--- config.mk ---
export PLATFORM = sky130hd
export DESIGN_NAME = parity_frame_tx_flat
export DESIGN_NICKNAME = d
export VERILOG_FILES = /design/src/rtl/parity_frame_pkg.sv /design/src/rtl/parity_frame_tx_if.sv /design/src/rtl/parity_frame_tx_bit_timer.sv /design/src/rtl/parity_frame_tx.sv /design/src/flat_wrapper.sv
export SDC_FILE = /design/constraint.sdc
export NUM_CORES = 1
export LEC_CHECK = 0
export ABC_AREA = 1
export CORE_MARGIN = 2
export CORE_UTILIZATION = 47
export DETAILED_ROUTE_END_ITERATION = 10
export PLACE_DENSITY = 0.73
export SYNTH_ARGS = -nofsm -noshare
export SYNTH_HDL_FRONTEND = slang
export SYNTH_HIERARCHICAL = 1
export SYNTH_SLANG_ARGS = --single-unit
--- constraint.sdc ---
create_clock -name clk -period 1.42 [get_ports clk]
set_input_delay 0.284 -clock clk [delete_from_list [all_inputs] [get_ports clk]]
set_output_delay 0.284 -clock clk [all_outputs]
set_load 0.02 [all_outputs]
--- src/rtl/parity_frame_pkg.sv ---
// Shared types and constants for the framed serial transmitter.
package parity_frame_pkg;

  typedef enum logic [2:0] {IDLE, START, DATA, PARITY, STOP} state_e;

  localparam int DEFAULT_DATA_W       = 4;
  localparam int DEFAULT_CLKS_PER_BIT = 4;

  // Total clock cycles one frame occupies the line (start + data + parity + stop).
  function automatic int frame_cycles(input int data_w, input int cpb, input int stop);
    return (2 + data_w + stop) * cpb;
  endfunction

endpackage

--- src/rtl/parity_frame_tx_if.sv ---
// Input-side handshake bundle: word and parity from the parity generator.
interface parity_frame_tx_if #(parameter int DATA_W = 4);
  logic [DATA_W-1:0] din;
  logic              parity_bit;
  logic              in_valid;
  logic              in_ready;

  modport master (output din, output parity_bit, output in_valid, input in_ready);
  modport slave  (input din, input parity_bit, input in_valid, output in_ready);
endinterface

--- src/rtl/parity_frame_tx_bit_timer.sv ---
// Bit-period down-counter: bit_tick marks the last cycle of each serial bit.
module bit_timer #(
  parameter int CLKS_PER_BIT = 4
) (
  input  logic clk,
  input  logic rst,
  input  logic clear,
  output logic bit_tick
);
  localparam int CW = (CLKS_PER_BIT > 1) ? $clog2(CLKS_PER_BIT) : 1;

  logic [CW-1:0] cnt;

  // Held in clear while idle so the first bit of a frame gets a full period.
  always_ff @(posedge clk) begin
    if (rst)                      cnt <= '0;
    else if (clear || cnt == '0)  cnt <= CW'(CLKS_PER_BIT - 1);
    else                          cnt <= cnt - 1'b1;
  end

  assign bit_tick = !clear && (cnt == '0);
endmodule

--- src/rtl/parity_frame_tx.sv ---
// Serialises word + parity as start, data LSB-first, parity, stop bit(s).
// Optional input parity checker: define PARITY_FRAME_TX_CHECK_EN.
module parity_frame_tx
  import parity_frame_pkg::*;
#(
  parameter int DATA_W       = DEFAULT_DATA_W,
  parameter int CLKS_PER_BIT = DEFAULT_CLKS_PER_BIT,
  parameter int STOP_BITS    = 1
) (
  input  logic                clk,
  input  logic                rst,
  parity_frame_tx_if.slave    up,
  output logic                tx,
  output logic                busy,
  output logic                frame_done,
  output logic                parity_err
);
  localparam int IW = $clog2(DATA_W) + 1;

  state_e            state;
  logic [DATA_W-1:0] shift_reg;
  logic [DATA_W-1:0] shift_nxt;
  logic              par_q;
  logic [IW-1:0]     bit_idx;
  logic [0:0]        stop_idx;
  logic              rdy_q;
  logic              tick;
  logic              accept;
  logic              last_stop;

  bit_timer #(.CLKS_PER_BIT(CLKS_PER_BIT)) u_timer (
    .clk      (clk),
    .rst      (rst),
    .clear    (state == IDLE),
    .bit_tick (tick)
  );

  assign up.in_ready = rdy_q & ~rst;
  assign accept      = up.in_valid & up.in_ready;
  assign shift_nxt   = shift_reg >> 1;
  assign last_stop   = (stop_idx == 1'(STOP_BITS - 1));
  assign frame_done  = !rst && (state == STOP) && last_stop && tick;

  always_ff @(posedge clk) begin
    if (rst) begin
      state     <= IDLE;
      tx        <= 1'b1;
      busy      <= 1'b0;
      rdy_q     <= 1'b1;
      shift_reg <= '0;
      par_q     <= 1'b0;
      bit_idx   <= '0;
      stop_idx  <= '0;
    end else begin
      case (state)
        IDLE: if (accept) begin
          shift_reg <= up.din;
          par_q     <= up.parity_bit;
          state     <= START;
          tx        <= 1'b0;
          busy      <= 1'b1;
          rdy_q     <= 1'b0;
        end
        START: if (tick) begin
          state   <= DATA;
          tx      <= shift_reg[0];
          bit_idx <= '0;
        end
        DATA: if (tick) begin
          if (bit_idx == IW'(DATA_W - 1)) begin
            state <= PARITY;
            tx    <= par_q;
          end else begin
            shift_reg <= shift_nxt;
            tx        <= shift_nxt[0];
            bit_idx   <= bit_idx + 1'b1;
          end
        end
        PARITY: if (tick) begin
          state    <= STOP;
          tx       <= 1'b1;
          stop_idx <= '0;
        end
        STOP: if (tick) begin
          if (last_stop) begin
            state <= IDLE;
            busy  <= 1'b0;
            rdy_q <= 1'b1;
          end else begin
            stop_idx <= stop_idx + 1'b1;
          end
        end
        default: begin
          state <= IDLE;
          tx    <= 1'b1;
          busy  <= 1'b0;
          rdy_q <= 1'b1;
        end
      endcase
    end
  end

`ifdef PARITY_FRAME_TX_CHECK_EN
  // Re-evaluated on every accept, so a matching word clears a previous error.
  logic perr_q;
  always_ff @(posedge clk) begin
    if (rst)         perr_q <= 1'b0;
    else if (accept) perr_q <= (^up.din) != up.parity_bit;
  end
  assign parity_err = perr_q;
`else
  assign parity_err = 1'b0;
`endif

endmodule

--- src/flat_wrapper.sv ---
// flat-port wrapper written by rule: the top's interface ports become plain ports
module parity_frame_tx_flat import parity_frame_pkg::*;
#(
  parameter int DATA_W       = DEFAULT_DATA_W,
  parameter int CLKS_PER_BIT = DEFAULT_CLKS_PER_BIT,
  parameter int STOP_BITS    = 1
)
  (clk, rst, tx, busy, frame_done, parity_err, up_din, up_parity_bit, up_in_valid, up_in_ready);
  parity_frame_tx_if #(.DATA_W(DATA_W)) up_i ();
  input  logic clk;
  input  logic rst;
  output logic tx;
  output logic busy;
  output logic frame_done;
  output logic parity_err;
  input wire logic [$bits(up_i.din)-1:0] up_din;
  input wire logic [$bits(up_i.parity_bit)-1:0] up_parity_bit;
  input wire logic [$bits(up_i.in_valid)-1:0] up_in_valid;
  output wire logic [$bits(up_i.in_ready)-1:0] up_in_ready;
  assign up_i.din = up_din;
  assign up_i.parity_bit = up_parity_bit;
  assign up_i.in_valid = up_in_valid;
  assign up_in_ready = up_i.in_ready;
  parity_frame_tx #(.DATA_W(DATA_W), .CLKS_PER_BIT(CLKS_PER_BIT), .STOP_BITS(STOP_BITS)) u_core (.clk(clk), .rst(rst), .up(up_i), .tx(tx), .busy(busy), .frame_done(frame_done), .parity_err(parity_err));
endmodule
After elaboration in Yosys (flattened, before gate mapping)

Cells that the tools add are included.

$add $sub $neg: 3
Equal/unequal tests: 13
Muxes and demuxes: 34
Bitwise gates (word level): 6
Reduce and logical (&&, ||, !) cells: 20

Operators with widths:

| kind                                                   | count |
|---|---|
| 2-to-1 mux 3 bit                                       | 10 |
| case mux 3 bit (5 select lines)                        | 1 |
| 2-to-1 mux 1 bit                                       | 13 |
| 2-to-1 mux 4 bit                                       | 3 |
| inequality test 2 x 1 -> 1 bit (second input constant) | 6 |
| AND reduction 4 bit                                    | 3 |
| == test 3 x 2 -> 1 bit (second input constant)         | 3 |
| case mux 4 bit (2 select lines)                        | 1 |
| AND reduction 7 bit                                    | 1 |
| case mux 1 bit (3 select lines)                        | 2 |
| case mux 3 bit (2 select lines)                        | 1 |
| nonzero test 2 bit                                     | 3 |
| case mux 1 bit (5 select lines)                        | 1 |
| AND reduction 5 bit                                    | 1 |
| logical AND 1 bit                                      | 4 |
| inequality test 2 bit (second input constant)          | 2 |
| NOT 1 bit                                              | 4 |
| adder 3 x 1 -> 3 bit (second input constant)           | 1 |
| == test 3 x 1 -> 1 bit (second input constant)         | 1 |
| == test 3 bit (second input constant)                  | 1 |
| zero test 3 bit                                        | 1 |
| AND reduction 3 bit                                    | 1 |
| OR reduction 3 bit                                     | 1 |
| AND 1 bit                                              | 2 |
| 8 further kinds                                        | 9 |

Flip-flop bits (word level): 17
Bits of input ports: 8
Output and inout bits: 5
Word-level logic and storage cells: 85

Logic depth before layout (Yosys ltp)

Gate-level depths: netlist of the first run.

Word-level depth: 5
Gate-level depth with buffers: 11
Mapped depth without buffers: 11

Cells and area by module

The synthesis of the first run kept the hierarchy.

By module, submodules not included:

| module          | instances | cells each | area an instance (sq um) | seq. area each (sq um) |
|---|---|---|---|---|
| parity_frame_tx | 1         | 126        | 805.8                    | 280.3 |
| bit_timer       | 1         | 10         | 81.3                     | 40.0 |

Worst setup path after synthesis of the first run

Ideal clock, no wire load.

Kind: reg2out
From: reg u_core.state[1]
To: out frame_done
Arrival: 1.352 ns
Data required time: 1.136 ns
Slack: -0.216 ns
Stages on the path, launching flop included: 7
Buffers on the path: 0
Cells stage by stage: dfxtp_1 > inv_2 > nand2_1 > inv_1 > nor2_1 > inv_1 > nor3_1

Cells in the longest elaborated chain, start to end: 4
Elaborated cells between the ends (all ways): 7
Those cells by class: 1 x eq/ne; 6 x reduce/logical

RTL lines:

| element                  | RTL line                        | RTL |
|---|---|---|
| start: declaration       | parity_frame_tx.sv:20           | `state_e state;` |
| start signal: assignment | parity_frame_tx.sv:46           | `state <= IDLE;` |
| start signal: assignment | parity_frame_tx.sv:59           | `state <= START;` |
| start signal: assignment | parity_frame_tx.sv:65           | `state <= DATA;` |
| zero test 3 bit          | parity_frame_tx.sv:34           | `.clear (state == IDLE),` |
| zero test 1 bit          | parity_frame_tx_bit_timer.sv:21 | `assign bit_tick = !clear && (cnt == '0);` |
| logical AND 1 bit        | parity_frame_tx_bit_timer.sv:21 |  |
| net u_core.tick          | parity_frame_tx.sv:27           | `logic tick;` |
| logical AND 1 bit        | parity_frame_tx.sv:42           | `assign frame_done = !rst && (state == STOP) && last_stop && tick;` |
| end: declaration         | flat_wrapper.sv:14              | `output logic frame_done;` |

The timed path passes the listed nets, and every way through them passes these cells.

Final worst setup path of the first run

From: reg u_core.state[0]
To: out frame_done

Cells in the longest elaborated chain, start to end: 4
Elaborated cells between the ends (all ways): 7
Those cells by class: 1 x eq/ne; 6 x reduce/logical

RTL lines:

| element                                                     | RTL line |
|---|---|
| == test 3 bit / zero test 3 bit (equally long branches)     | parity_frame_tx.sv:42, parity_frame_tx.sv:34 |
| logical AND 1 bit / zero test 1 bit (equally long branches) | parity_frame_tx.sv:42, parity_frame_tx_bit_timer.sv:21 |
| logical AND 1 bit (on tied branches)                        | parity_frame_tx.sv:42, parity_frame_tx_bit_timer.sv:21 |
| logical AND 1 bit (*)                                       | parity_frame_tx.sv:42 |

Mark *: on every way between the ends. The rest lies on a longest branch, timed or not.

==> metrics.txt, run 1 <==
post-synthesis cell count=136; Post-Syn Nets=147; Via Count=1020; antenna violations before repair=0; post-layout net count=185; Mean Syn Cell Area=6.52 µm²; crit path DAT=1310 ps; setup repair after global routing missed its margin=yes; number of fill cells=120; max FFs per register=4; clock buffer depth=2; CTS Buf Count=3; proportion of layout cells with a drive suffix above 1=42.2%; placed instance count=185; worst-case vdd ir drop=0.00194 V; max-slew violation count=0; final wirelength=2590 µm; number of flip-flops and latches in the synthesized netlist=16; Fin Clk Skew=8.47 ps; yosys synthesis warning count=6; Worst Hold Path EP=u_core/busy$_SDFFE_PP0P_; maximum net fanout on the critical path=5; shortest clock period the worst path allows after layout=1600 ps; Placer Congestion=0.865; die width=47.4 µm; clk slew on worst S/H paths=90 ps; remaining number of nets flagged by the antenna check after routing=0; register area=329 µm²; H-tree depth=1; share of the cycle needed by the critical path after routing=112%; Die Footprint=2250 µm²; number of failing setup endpoints in the final timing report=8; Detailed Routing Iterations Pass 1=4; FF-to-FF End=u_core/bit_idx[1]$_SDFFE_PP0P_; Core Area=1750 µm²; achievable frequency=627 MHz; number of standard cells in the layout, taps in and fillers out=198; distinct cell type count of the synthesized netlist=22; Final WS setup=-176 ps; failing checks=negative setup slack; worst setup path category=flip-flop to primary output; root cell of the clock tree=sky130_fd_sc_hd__clkbuf_4; floorplan die height=47.4 µm; placed wire-length estimate=1470 µm; run status=complete, but fails checks; hold violation count in the final report=0; number of cells on the worst hold path=2; kind of end point of the critical path=primary output; number of buffer cells added on primary ports=11; drt wl/cell=13.1 µm; post-place setup slack=-464 ps; most frequent cells in the layout=sky130_fd_sc_hd__nand2_1 (26), sky130_fd_sc_hd__nor2_1 (21), sky130_fd_sc_hd__buf_4 (20); total routing resource utilization after global routing=23.2%; area occupied by multi-input gates=618 µm²; worst hold path class=primary input to flip-flop; leakage power=0.655 nW; leading cell type in the layout, fill and taps excluded=sky130_fd_sc_hd__nand2_1; startpoint types=flip-flop; io pins=13; initial cell density of the core=50.8%; synth-to-layout area growth=56.4%; largest net degree at the start of global routing=14; hold path startpoint=rst; drt initial violations=33; clock latency of the later-clocked register in the worst-skew pair=290 ps; total clock sinks=16; routed vias/inst=5.15; CTS tree=yes; internal reg-to-reg setup slack=-140 ps; via count of the first global-routing pass=908; top-area cell type share of the netlist area=36.1%; source of the worst register-to-register timing path=u_core/bit_idx[0]$_SDFFE_PP0P_; required time reported for the critical path endpoint=1140 ps; Worst R2R Path Depth=8; Syn Std Cell Area=887 µm²; count of standard-cell rows=15; number of diodes added for antenna fixing=0; aggregate global routing overflow=0; Yosys top cell by area=sky130_fd_sc_hd__dfxtp_1; DRC violation count after routing=0; hold-fix buffers at CTS=0; number of maximum-capacitance violations=0; cell area power density=2550 nW/µm²; first-pass GRT wire length=3650 µm; share of synthesized area occupied by flip-flops and latches=36.1%; top area cells in the synthesized netlist=sky130_fd_sc_hd__dfxtp_1 (36%), sky130_fd_sc_hd__nand2_1 (14%), sky130_fd_sc_hd__nor2_1 (9.7%)
-- power by group --
part	switching, mW	internal (mW)
Sequential	0.0985	0.631
Combinational	1.45	1.05
Clock	0.149	0.156
-- timing repair --
item	in CTS	in global routing
endpoints found under the setup margin	17	15
hold endpoints to repair	0	0
resized for setup	37	24
pin swaps	11	15
setup buffers	7	4
gates cloned	0	0
-- per-layer routing --
metal / GRT usage, % / routed length (µm) / vias up
met5: 0 / 0 / -
met4: 11.1 / 39 / 0
met3: 5.28 / 109 / 6
met2: 41.9 / 1310 / 41
met1: 25.2 / 1140 / 472
li1: - / - / 501
-- cells in the mapped netlist (all sizes together) --
master / instances
nand2: 34
nor2: 26
inv: 20
dfxtp: 16
nand3: 10
o21ai: 9
a21oi: 8
ha: 3
nor3: 3
buf: 2
conb: 1
nand3b: 1
o211ai: 1
o21a: 1
o21bai: 1
-- area by class of cell --
cell class / count / share of cell area [%]
clock buffer: 4 / 2.61
inverter: 20 / 5.41
multi-input combinational: 98 / 44.5
sequential: 16 / 23.7
tap: 25 / 2.25
timing repair buffer: 35 / 21.5
-- per-stage QoR --
step                      hold slack, ps  power, mW  cell area [µm²]  util, %  TNS, ps
after floorplan                      353       1.95              901        -        0
after global placement               416       2.52             1140     65.5    -4420
after detailed placement             434       2.57             1140     65.5    -4680
after CTS                            409       3.21             1290     73.9     -360
after global routing                 407       3.80             1390     79.5    -1200
final                                411       3.54             1390     79.5     -601
-- logic make-up after synthesis --
group                    after synthesis  synth area share [%]
AO/OA/AOI/OAI                         20                  12.6
adder cells (fa/ha/maj)                3                  4.23
buffers and inverters                 22                  9.73
flip-flops                            16                  36.1
other                                  1                 0.423
AND/OR/NAND/NOR                       74                  37.0
-- worst max-delay path: stages (launching register included) --
cell and delay, ps:
sky130_fd_sc_hd__dfxtp_2 340, sky130_fd_sc_hd__buf_4 160, sky130_fd_sc_hd__nor2_4 120, sky130_fd_sc_hd__nand2_2 100
sky130_fd_sc_hd__nor3_4 180, sky130_fd_sc_hd__buf_6 140
-- worst max path at each step --
stage / startpoint / to / slack [ps] / cells past startpoint
3_3_place_gp: rst / frame_done / -460 / 3
5_1_grt: u_core/state[0]$_SDFFE_PP0P_ / frame_done / -240 / 5
6_report: u_core/state[0]$_SDFFE_PP0P_ / frame_done / -180 / 5
2_1_floorplan: u_core/state[2]$_SDFFE_PP0P_ / u_core/state[1]$_SDFFE_PP0P_ / 3 / 11
3_5_place_dp: rst / frame_done / -460 / 3
4_1_cts: u_core/state[0]$_SDFFE_PP0P_ / frame_done / -160 / 5
No activity file was read; power rests on OpenSTA's default activity.
==> run 2, diff against run 1 <==
CELL_PAD_IN_SITES_DETAIL_PLACEMENT = 2   (was unset)
CELL_PAD_IN_SITES_GLOBAL_PLACEMENT = 2   (was unset)
CORE_UTILIZATION = 25   (was 47)
PLACE_DENSITY = 0.68   (was 0.73)
==> run 2 against run 1 <==
Net effect: maximum frequency increased by 0.25%; combinational power increased by 28%; worst setup slack improved by 3.9 ps; clock skew decreased by 8.0 ps; clock power increased by 5%; the flow still finishes with violations (negative setup slack); critical path depth increased by 2; final cell count increased by 14%; first-iteration DRC count increased by 42%; clock-buffer cell count unchanged.
==> metrics.txt, run 2 (synthesis results as in run 1) <==
Placer Congestion=0.756 (-13%); crit path DAT=1310 ps (about the same); drt wl/cell=17.4 µm (+33%); kind of end point of the critical path=primary output; clk slew on worst S/H paths=110 ps (+20 ps); internal reg-to-reg setup slack=-110 ps (+30 ps); DRC violation count after routing=0 (unchanged); number of diodes added for antenna fixing=0 (unchanged); worst setup path category=flip-flop to primary output; setup repair after global routing missed its margin=yes; hold violation count in the final report=0 (unchanged); via count of the first global-routing pass=1125 (+24%); worst-case vdd ir drop=0.000833 V (-57%); root cell of the clock tree=sky130_fd_sc_hd__clkbuf_4; critical path's largest stage delay=330 ps (about the same); remaining number of nets flagged by the antenna check after routing=0 (unchanged); routed vias/inst=4.60 (-11%); total routing resource utilization after global routing=18.1% (-5.1 points); antenna violations before repair=0 (unchanged); share of the cycle needed by the critical path after routing=112% (-0.28 points); cell area power density=2750 nW/µm² (+8.1%); max-slew violation count=0 (unchanged); chain of cells forming the critical path=inv_2 -> ha_4 -> inv_4 -> nor2_4 -> inv_2 -> nor3_4 -> buf_6; Power Total=4.28 mW (+21%); shortest clock period the worst path allows after layout=1590 ps (-3.95 ps); Final Hold Slack=433 ps (+22.4 ps); CTS Buf Count=3 (unchanged); Fin Clk Skew=0.431 ps (-8.04 ps); number of fill cells=417 (+250%); CP max stage cell=sky130_fd_sc_hd__dfxtp_1; placed instance count=211 (+14%); CTS tree=yes; Layout Cell Area excl Fill=1550 µm² (+12%); Via Count=1039 (+1.9%); post-place setup slack=-486 ps (-22.5 ps); initial cell density of the core=26.4% (-24 points); Core Area=3360 µm² (+93%); number of failing setup endpoints in the final timing report=12 (+4); total clock sinks=16 (unchanged); floorplan die height=63.6 µm (+34%); final wirelength=3940 µm (+52%); max FFs per register=4 (unchanged); die width=63.6 µm (+34%); number of standard cells in the layout, taps in and fillers out=226 (+14%); cell area after placement=1210 µm² (+5.6%); worst hold path class=flip-flop to flip-flop; aggregate global routing overflow=0 (unchanged); H-tree depth=1 (unchanged); required time reported for the critical path endpoint=1140 ps (about the same); achievable frequency=628 MHz (+0.25%); Worst Path Buf+Inv=4 (+2); largest net degree at the start of global routing=13 (-1); leading cell type in the layout, fill and taps excluded=sky130_fd_sc_hd__buf_4; number of maximum-capacitance violations=0 (unchanged); leakage power=0.700 nW (+6.8%); count of standard-cell rows=21 (+6); Final WS setup=-172 ps (+3.95 ps); TNS Setup=-723 ps (-122 ps); startpoint types=flip-flop; cell with the most instances on the worst path=sky130_fd_sc_hd__inv_2; first-pass GRT wire length=5610 µm (+54%); placed wire-length estimate=2210 µm (+50%); synth-to-layout area growth=75.2%; hold-fix buffers at CTS=0 (unchanged); run status=complete, but fails checks; failing checks=negative setup slack; most frequent cells in the layout=sky130_fd_sc_hd__buf_4 (24), sky130_fd_sc_hd__nand2_1 (22), sky130_fd_sc_hd__nor2_1 (20); proportion of layout cells with a drive suffix above 1=47.8% (+5.6 points); maximum net fanout on the critical path=2 (-3); io pins=13 (unchanged); clock buffer depth=2 (unchanged); post-layout net count=192 (+3.8%); Die Footprint=4040 µm² (+80%); drt initial violations=47 (+42%); Final Util=46.2% (-33 points); family of cells with the greatest summed delay on the critical path=flip-flops; number of buffer cells added on primary ports=11 (unchanged); Detailed Routing Iterations Pass 1=3 (-1); clock latency of the later-clocked register in the worst-skew pair=290 ps (about the same)
run 2: routing by layer:
metal  vias up  track usage [%]  share of wire, %
met5         -                0                 0
met4         0             2.45               1.0
met3         4             4.29               1.7
met2        10             35.9                55
met1       511             19.4                42
li1        514                -                 -
run 2: repair_timing:
| action | in CTS | in global routing |
|---|---|---|
| hold endpoints to repair | 0 | 0 |
| endpoints found under the setup margin | 17 | 15 |
| gates resized for setup | 45 | 39 |
| pin swaps | 9 | 11 |
| buffers inserted | 5 | 6 |
run 2: final timing paths:
| kind | startpoint | to | depth (start not counted) |
|---|---|---|---|
| hold reg to reg | u_core/u_timer/cnt[0]$_SDFF_PP0_ | u_core/u_timer/cnt[0]$_SDFF_PP0_ | 1 |
| setup / recovery | u_core/u_timer/cnt[1]$_SDFF_PP0_ | frame_done | 7 |
| hold / removal | u_core/u_timer/cnt[0]$_SDFF_PP0_ | u_core/u_timer/cnt[0]$_SDFF_PP0_ | 1 |
| setup reg to reg | u_core/bit_idx[0]$_SDFFE_PP0P_ | u_core/bit_idx[0]$_SDFFE_PP0P_ | 6 |
run 2: final cells by class:
type / count / area [µm²] / share of cell area, %
multi-input combinational: 98 / 682 / 43.9
timing repair buffer: 42 / 362 / 23.3
inverter: 20 / 85.1 / 5.48
clock buffer: 4 / 36.3 / 2.33
tap: 46 / 57.6 / 3.70
sequential: 16 / 332 / 21.3
run 2: report_power, final:
group,leakage (nW),switching [mW],internal (mW)
logic,0.545,1.88,1.32
registers,0.134,0.116,0.638
clock network,0.0210,0.165,0.156
total,0.700,2.16,2.12
==> run 3, diff against run 2 <==
CAP_MARGIN = 20   (was unset)
CORE_MARGIN = 4   (was 2)
==> run 3 against run 2 <==
Net effect: the run still ends with negative setup slack left; die area is 13% higher; clock skew is 1.2 ps higher; final cell count is 2.7% lower; routed wire length is 8.6% lower; sequential share of layout area is 1.2 points higher; worst setup slack better by 9.6 ps; first-iteration DRC count is 32% lower; critical path type is now flip-flop to flip-flop; critical endpoint is now u_core/rdy_q$_SDFFE_PP1P_.
==> metrics.txt, run 3 (synthesis results as in run 1) <==
cell area power density=2680 nW/µm² (-2.6%); Worst R2R Path Depth=11 (+5); leakage power=0.669 nW (-4.4%); worst-case vdd ir drop=0.000924 V (+11%); number of buffer cells added on primary ports=11 (unchanged); clock latency of the later-clocked register in the worst-skew pair=290 ps (about the same); number of maximum-capacitance violations=0 (unchanged); required time reported for the critical path endpoint=1620 ps (+480 ps); shortest clock period the worst path allows after layout=1580 ps (-9.56 ps); drt wl/cell=16.4 µm (-6.1%); achievable frequency=632 MHz (+0.60%); drt initial violations=32 (-32%); Final Util=43.1% (-3.1 points); startpoint types=flip-flop; met2 routed WL=1870 µm (-14%); hold-fix buffers at CTS=0 (unchanged); CTS tree=yes; internal reg-to-reg setup slack=-160 ps (-50 ps); DRC violation count after routing=0 (unchanged); routed length on met1=1630 µm (-0.91%); io pins=13 (unchanged); run status=complete, but fails checks; setup repair after global routing missed its margin=yes; share of the cycle needed by the critical path after routing=111% (-0.67 points); clk slew on worst S/H paths=100 ps (about the same); post-layout net count=187 (-2.6%); Die Footprint=4570 µm² (+13%); highest signal layer in the routed design=met4; CTS Buf Count=3 (unchanged); met3 wirelength from detailed routing=49 µm (-27%); final wirelength=3600 µm (-8.6%); routed vias/inst=4.56 (-0.73%); number of failing setup endpoints in the final timing report=10 (-2); max FFs per register=4 (unchanged); initial cell density of the core=26.2% (-0.20 points); worst hold path class=primary input to flip-flop; family of cells with the greatest summed delay on the critical path=simple AND/OR/NAND/NOR gates; source of the worst register-to-register timing path=u_core/state[2]$_SDFFE_PP0P_; aggregate global routing overflow=0 (unchanged); Placer Congestion=0.799 (+5.6%); remaining number of nets flagged by the antenna check after routing=0 (unchanged); Detailed Routing Iterations Pass 1=4 (+1); placed wire-length estimate=2110 µm (-4.2%); kind of end point of the critical path=flip-flop; max-slew violation count=0 (unchanged); Core Area=3390 µm² (+0.78%); Fin Clk Skew=1.66 ps (+1.22 ps); die width=67.6 µm (+6.3%); post-place setup slack=-516 ps (-29.2 ps); proportion of layout cells with a drive suffix above 1=44.8% (-3.0 points); Final WS setup=-162 ps (+9.56 ps); Via Count=1004 (-3.4%); number of cells on the worst hold path=2 (+1); number of diodes added for antenna fixing=0 (unchanged); chain of cells forming the critical path=nor2_4 -> nand2_2 -> inv_2 -> nor2_4 -> inv_2 -> buf_4 -> nand3_2 -> buf_6 -> nand3_4 -> nand2_2 -> o211ai_1; number of standard cells in the layout, taps in and fillers out=220 (-2.7%); clock buffer depth=2 (unchanged); worst setup path category=flip-flop to flip-flop; floorplan die height=67.6 µm (+6.3%); placed instance count=209 (-0.95%); via count of the first global-routing pass=1112 (-1.2%); total routing resource utilization after global routing=15.6% (-2.4 points); root cell of the clock tree=sky130_fd_sc_hd__clkbuf_4; synth-to-layout area growth=64.7%; Worst Path Buf+Inv=4 (unchanged); failing checks=negative setup slack; count of standard-cell rows=21 (unchanged); CP max stage cell=sky130_fd_sc_hd__dfxtp_2; most frequent cells in the layout=sky130_fd_sc_hd__nand2_1 (23), sky130_fd_sc_hd__buf_4 (23), sky130_fd_sc_hd__nor2_1 (19); Worst Hold Path EP=u_core/bit_idx[0]$_SDFFE_PP0P_; hold path startpoint=rst; number of fill cells=390 (-6.5%); total clock sinks=16 (unchanged); hold violation count in the final report=0 (unchanged); antenna violations before repair=0 (unchanged); TNS Setup=-1100 ps (-381 ps); maximum net fanout on the critical path=4 (+2); first-pass GRT wire length=5260 µm (-6.2%); largest net degree at the start of global routing=13 (unchanged); crit path DAT=1780 ps (+470 ps); H-tree depth=1 (unchanged); critical path's largest stage delay=350 ps (+20 ps); FF-to-FF End=u_core/rdy_q$_SDFFE_PP1P_
## run 3: cell types whose count changed in the layout (fill, tap and decap cells not counted), sizes merged
cell / change
buf: -6
## run 3: metal layers
layer	track usage, %	vias to the layer above
met5	0	-
met4	4.56	0
met3	2.66	4
met2	29.5	13
met1	17.6	483
li1	-	504
## run 3: area by class of cell
| type | count | area (µm²) | share of cell area, % |
|---|---|---|---|
| timing repair buffer | 37 | 309 | 21.1 |
| tap | 46 | 57.6 | 3.94 |
| multi-input combinational | 98 | 666 | 45.5 |
| clock buffer | 3 | 22.5 | 1.54 |
| sequential | 16 | 329 | 22.5 |
| inverter | 20 | 77.6 | 5.31 |
## run 3: timing repair
action                                  4_1_cts  5_1_grt
gates cloned                                  0        0
buffers inserted                              7        4
pin swaps                                     8       18
endpoints found under the setup margin       17       15
resized for setup                            34       35
endpoints found under the hold margin         0        0
## run 3: per-stage QoR
| stage | area, µm² | hold slack (ps) | total power [mW] |
|---|---|---|---|
| detailed placement | 1190 | 423 | 2.76 |
| finish | 1460 | 405 | 3.92 |
| global placement | 1190 | 415 | 2.67 |
| CTS | 1330 | 409 | 3.40 |
| global route | 1460 | 410 | 4.29 |
| floorplan | 901 | 353 | 1.95 |
## run 3: power breakdown
| group | switching, mW | total, mW | internal [mW] |
|---|---|---|---|
| Sequential | 0.108 | 0.739 | 0.631 |
| Combinational | 1.76 | 2.93 | 1.17 |
| Clock | 0.157 | 0.256 | 0.0985 |
| Total | 2.02 | 3.92 | 1.90 |
## run 3: worst max path at each step
| stage | start | endpoint | slack, ps | cells past startpoint |
|---|---|---|---|---|
| after floorplan | u_core/state[2]$_SDFFE_PP0P_ | u_core/state[1]$_SDFFE_PP0P_ | 3 | 11 |
| after global placement | rst | frame_done | -510 | 3 |
| after detailed placement | rst | frame_done | -520 | 3 |
| after CTS | u_core/u_timer/cnt[0]$_SDFF_PP0_ | frame_done | -140 | 7 |
| after global routing | u_core/state[2]$_SDFFE_PP0P_ | u_core/rdy_q$_SDFFE_PP1P_ | -250 | 11 |
| final | u_core/state[2]$_SDFFE_PP0P_ | u_core/rdy_q$_SDFFE_PP1P_ | -160 | 11 |
